===== src/rtl/hazard_unit_scoreboard.sv =====
// Hazard unit for the RV32I D/E/M/W pipeline. It handles E-stage operand
// forwarding, load-use stalls and branch/jump flushes. It also holds a
// one-entry scoreboard for the long-latency mul/div unit, which has a
// watchdog and a saturating stall-cycle counter.
module hazard_unit_scoreboard #(
    parameter int DATA_WIDTH  = 32,
    parameter int REG_ADDR_W  = 5,
    parameter int TIMEOUT     = 64,
    parameter int STALL_CNT_W = 16
) (
    input  logic                   clk,
    input  logic                   rst,
    input  logic [REG_ADDR_W-1:0]  Rs1D,
    input  logic [REG_ADDR_W-1:0]  Rs2D,
    input  logic [REG_ADDR_W-1:0]  Rs1E,
    input  logic [REG_ADDR_W-1:0]  Rs2E,
    input  logic [REG_ADDR_W-1:0]  RdE,
    input  logic [REG_ADDR_W-1:0]  RdM,
    input  logic [REG_ADDR_W-1:0]  RdW,
    input  logic                   RegWriteM,
    input  logic                   RegWriteW,
    input  logic [1:0]             ResultSrcE,
    input  logic [1:0]             PCSrcE,
    input  logic [DATA_WIDTH-1:0]  RD1E,
    input  logic [DATA_WIDTH-1:0]  RD2E,
    input  logic [DATA_WIDTH-1:0]  ALUResultM,
    input  logic [DATA_WIDTH-1:0]  ResultW,
    input  logic                   LongOpD,
    input  logic                   LongStartE,
    input  logic [REG_ADDR_W-1:0]  LongRdE,
    input  logic                   LongDoneW,
    output logic [DATA_WIDTH-1:0]  SrcAE,
    output logic [DATA_WIDTH-1:0]  WriteDataE,
    output logic [1:0]             ForwardAE,
    output logic [1:0]             ForwardBE,
    output logic                   FEN,
    output logic                   DEN,
    output logic                   RSTD,
    output logic                   RSTE,
    output logic                   LongBusy,
    output logic                   LongTimeout,
    output logic [STALL_CNT_W-1:0] StallCount
);

    localparam int WD_W = (TIMEOUT > 2) ? $clog2(TIMEOUT) : 1;
    localparam logic [WD_W-1:0] WD_LAST = WD_W'(TIMEOUT - 1);

    logic                  busy;
    logic [REG_ADDR_W-1:0] pend_rd;
    logic [WD_W-1:0]       wd_cnt;
    logic                  lw, lh, stall, redirect, start, wd_fire;

    // Forwarding selects. A match in M has priority over a match in W, and x0 never forwards.
    always_comb begin
        ForwardAE = 2'b00;
        if (RegWriteM && RdM != '0 && RdM == Rs1E)      ForwardAE = 2'b10;
        else if (RegWriteW && RdW != '0 && RdW == Rs1E) ForwardAE = 2'b01;
        ForwardBE = 2'b00;
        if (RegWriteM && RdM != '0 && RdM == Rs2E)      ForwardBE = 2'b10;
        else if (RegWriteW && RdW != '0 && RdW == Rs2E) ForwardBE = 2'b01;
    end

    // Operand muxes. The unused code 11 falls back to the register-file value.
    always_comb begin
        case (ForwardAE)
            2'b01:   SrcAE = ResultW;
            2'b10:   SrcAE = ALUResultM;
            default: SrcAE = RD1E;
        endcase
        case (ForwardBE)
            2'b01:   WriteDataE = ResultW;
            2'b10:   WriteDataE = ALUResultM;
            default: WriteDataE = RD2E;
        endcase
    end

    // Stall/flush decision. A redirect squashes D and E and wins over any stall.
    always_comb begin
        lw       = (ResultSrcE == 2'b01) && (RdE != '0) && ((RdE == Rs1D) || (RdE == Rs2D));
        lh       = busy && (((pend_rd != '0) && ((Rs1D == pend_rd) || (Rs2D == pend_rd))) || LongOpD);
        redirect = (PCSrcE != 2'b00);
        stall    = (lw || lh) && !redirect;
        FEN      = !stall;
        DEN      = !stall;
        RSTD     = redirect;
        RSTE     = stall || redirect;
        start    = LongStartE && (LongRdE != '0);
        wd_fire  = busy && (wd_cnt == WD_LAST);
    end

    // Scoreboard state. A new start beats a completion or a timeout in the same cycle, so one op hands off to the next.
    always_ff @(posedge clk or posedge rst) begin
        if (rst) begin
            busy        <= 1'b0;
            pend_rd     <= '0;
            wd_cnt      <= '0;
            LongTimeout <= 1'b0;
        end else begin
            LongTimeout <= 1'b0;
            if (start) begin
                busy    <= 1'b1;
                pend_rd <= LongRdE;
                wd_cnt  <= '0;
            end else if (wd_fire) begin
                busy        <= 1'b0;
                wd_cnt      <= '0;
                LongTimeout <= !LongDoneW;
            end else if (busy && LongDoneW) begin
                busy   <= 1'b0;
                wd_cnt <= '0;
            end else if (busy) begin
                wd_cnt <= wd_cnt + 1'b1;
            end
        end
    end

    // Stall-cycle performance counter. It saturates at all-ones.
    always_ff @(posedge clk or posedge rst) begin
        if (rst)                            StallCount <= '0;
        else if (stall && StallCount != '1) StallCount <= StallCount + 1'b1;
    end

    assign LongBusy = busy;

endmodule


===== config.mk =====
export PLATFORM = sky130hd
export DESIGN_NAME = hazard_unit_scoreboard
export DESIGN_NICKNAME = d
export VERILOG_FILES = /design/src/rtl/hazard_unit_scoreboard.sv
export SDC_FILE = /design/constraint.sdc
export NUM_CORES = 1
export LEC_CHECK = 0
export BUFFER_PORTS_ARGS = -buffer_cell sky130_fd_sc_hd__buf_2
export CORE_AREA = 2 2 103 105
export CTS_BUF_LIST = sky130_fd_sc_hd__clkbuf_4 sky130_fd_sc_hd__clkbuf_8
export DETAILED_ROUTE_END_ITERATION = 6
export DIE_AREA = 0 0 105 107
export HOLD_SLACK_MARGIN = 0.05
export PLACE_DENSITY_LB_ADDON = 0.05
export SYNTH_ARGS = -nofsm -noshare
export SYNTH_HDL_FRONTEND = slang
export SYNTH_SLANG_ARGS = --single-unit

===== constraint.sdc =====
create_clock -name clk -period 3.1 [get_ports clk]
set_input_delay 0.31 -clock clk [delete_from_list [all_inputs] [get_ports clk]]
set_output_delay 0.31 -clock clk [all_outputs]
set_load 0.03 [all_outputs]

==> results.yml <==
floorplan:
  start_util: 0.321
  die-area_mm2: 0.0112
  io_pins: 269
  die_y_um: 107
  core_mm2: 0.0101
  rows: 37
  die_x_um: 105
synth:
  ys_seq_elements: 29
  synth-edff-count: 0
  synthArstFlopShare: 1.00
  yosysTopAreaCell: "dfrtp_1"
  synth-main-ff-cell: "dfrtp_1"
  synth_nets: 600
  syn_inst: 419
  synth_top_area_share: 0.224
  ys_seq_area_frac: 0.224
  avgSynthCellArea_um2: 7.74
  synth_area_leaders: "dfrtp_1 22%, mux2i_1 20%, nand2_1 10%"
  ys_warn_count: 0
  syn-cell-area_mm2: 0.00324
  yosys.cell_types.count: 40
sta:
  tightest_slew_ns: 1.09
  finalSetupViolCount: 0
  clock_skew_ns: 0.00342
  finalMaxSlewViolations: 0
  finalWorstSetupSlack_ns: 0.212
  period_share: 0.932
  relSlewSlack: 0.271
  whs_ns: 0.241
  hold_viol: 0
  final.min_clock_period_ns: 2.89
  max_clock_freq_mhz: 346
  rsz0062_at_grt: "no"
  tns_ns: 0
clock_network:
  clock_path_buffers: 2
  clk_latency_ns: 0.27
  cts_root_buffer: "clkbuf_8"
  cts_tree: "yes"
  ctsHoldBuffers: 0
  clkSlewWorstSetupHoldPaths_ns: 0.06
  cts_buffers: 5
  clock-sinks: 29
  post_cts_buffers: 0
  cts_max_level: 2
  ctsResizeCount: 0
placement:
  place_ws_ns: 0.251
  routabilityCongestion: 0.888
  numPortBuffers: 268
  dp_hpwl_um: 10800
worst_setup_path:
  r2r_start: "StallCount[0]"
  path_class: "primary input to output port"
  crit_fanout: 33
  cp-startpoint: "RdW[1]"
  r2r.worst_path.cells: 7
  worst_setup_path_start_kind: "primary input"
  crit_arrival_ns: 2.58
  endpoint_kind: "output port"
  r2r_end: "StallCount[1]"
  rrSetupSlack_ns: 0.78
  setup.worst_path.end: "WriteDataE[8]"
  required_ns: 2.79
global_routing:
  grt_first_pass_wirelength_um: 20300
  grt_pass1_vias: 3868
  grt_max_degree: 67
  antenna_found_initial: 0
  grt_use_total: 0.224
  overflow: 0
drt:
  wl_um: 13100
  route.detailed.drc: 0
  drtAntennaViolNets: 0
  wl_per_cell_um: 16.2
  num_vias: 3912
  vias_per_cell: 4.85
  first_pass_iters: 4
  drtIter0Drc: 265
power_and_ir_drop:
  p_leak_nw: 2.19
  ir_worst_vdd_uv: 185
  power.density_mw_per_mm2: 294
final_layout:
  fin_nets: 853
  drive_gt1_frac: 0.435
  diodes: 0
  area_growth_pct: 47.4
status:
  status: "complete, no violations"
job:
  drv_cap: 0
worst_hold_path:
  hp-class: "primary input to flop"
## cell usage after synthesis (2+ instances only)
cell and count:
nor4_1 4, buf_4 7, nor2b_1 3, nor4_2 2
nor2_1 14, nand2_1 89, nand3_1 13, nor3_1 5
o21ai_0 56, xor2_1 28, and4_1 3, mux2i_1 65
buf_6 2, nor2_2 2, inv_1 3, o21ai_1 14
ha_1 2, or4_1 5, xnor2_1 30, clkbuf_1 15
and3_1 4, nand4_1 7, dfrtp_1 29
## per-layer routing
layer  vias to the layer above  GRT usage  part of all wire
met4                         0     0.0400             0.014
met3                        19     0.0881              0.12
met1                      1728      0.277              0.40
li1                       1967          -                 -
met5                         -          0                 0
met2                       198      0.372              0.46
## area by class of cell
cell class | instances | area, µm²
Clock inverter | 1 | 5.00
Sequential cell | 29 | 726
Inverter | 3 | 11.3
Tap cell | 136 | 170
Clock buffer | 5 | 68.8
Multi-Input combinational cell | 361 | 2390
Timing Repair Buffer | 272 | 1410
Fill cell | 1088 | 5310
## layout by cell type, fill, tap and decap left out, types with 2 or more instances in the layout
cell / synthesis / layout
nor2_2: 2 / 2
nand4_1: 7 / 7
and4_1: 3 / 3
nor2_1: 14 / 14
xnor2_1: 30 / 30
ha_1: 2 / 2
or4_1: 5 / 5
nand3_1: 13 / 13
dfrtp_1: 29 / 29
nor4_1: 4 / 2
o21ai_1: 14 / 14
inv_1: 3 / 3
nor3_1: 5 / 5
buf_2: 1 / 268
nor4_4: 0 / 2
o21ai_0: 56 / 56
nand2_1: 89 / 89
nor2b_1: 3 / 3
buf_12: 0 / 3
nor4_2: 2 / 2
and3_1: 4 / 4
mux2i_1: 65 / 65
clkbuf_8: 0 / 5
xor2_1: 28 / 28
## critical path: stages
cell and delay [ns]:
buf_2 0.12, or4_1 0.52, o21ai_1 0.36, nor4_4 0.11
buf_12 0.21, mux2i_1 0.14, o21ai_0 0.48, buf_2 0.31
## stage by stage
stage	cell area (µm²)	util	cells	power, W
floorplan	3240	-	419	0.000845
global placement	4710	0.466	801	0.00113
detailed placement	4710	0.466	801	0.00114
CTS	4780	0.474	807	0.00142
global route	4780	0.474	807	0.00151
finish	4780	0.474	807	0.00140
## sequential cells by signal, indices dropped and copies added, names as in the netlist
signal       count
LongBusy         1
pend_rd          5
LongTimeout      1
StallCount      16
wd_cnt           6
## cell families (layout without fill, tap and decap cells)
logic type / after synthesis / in the layout / share of synthesized area
simple gates: 156 / 156 / 0.226
compound gates: 78 / 78 / 0.130
mux: 67 / 67 / 0.208
xor+xnor: 58 / 58 / 0.157
flops: 29 / 29 / 0.224
buf+inv: 29 / 281 / 0.0482
fa+ha+maj: 2 / 2 / 0.00771
## power by group
part           internal, W  total (W)  switching (W)
clock             0.000147   0.000280       0.000132
sequential        0.000412   0.000462      0.0000491
combinational     0.000253   0.000664       0.000411
## worst min path at each step
stage,cells after the start,endpoint,slack (ns),startpoint
floorplan,1,LongTimeout,0.38,LongDoneW
global placement,1,StallCount[8],0.47,StallCount[8]
finish,3,pend_rd[2],0.24,LongRdE[2]
detailed placement,1,StallCount[10],0.48,StallCount[10]
global route,3,pend_rd[3],0.24,LongRdE[3]
CTS,3,pend_rd[2],0.24,LongRdE[2]
Note: power is estimated with default switching activity, not from simulation.
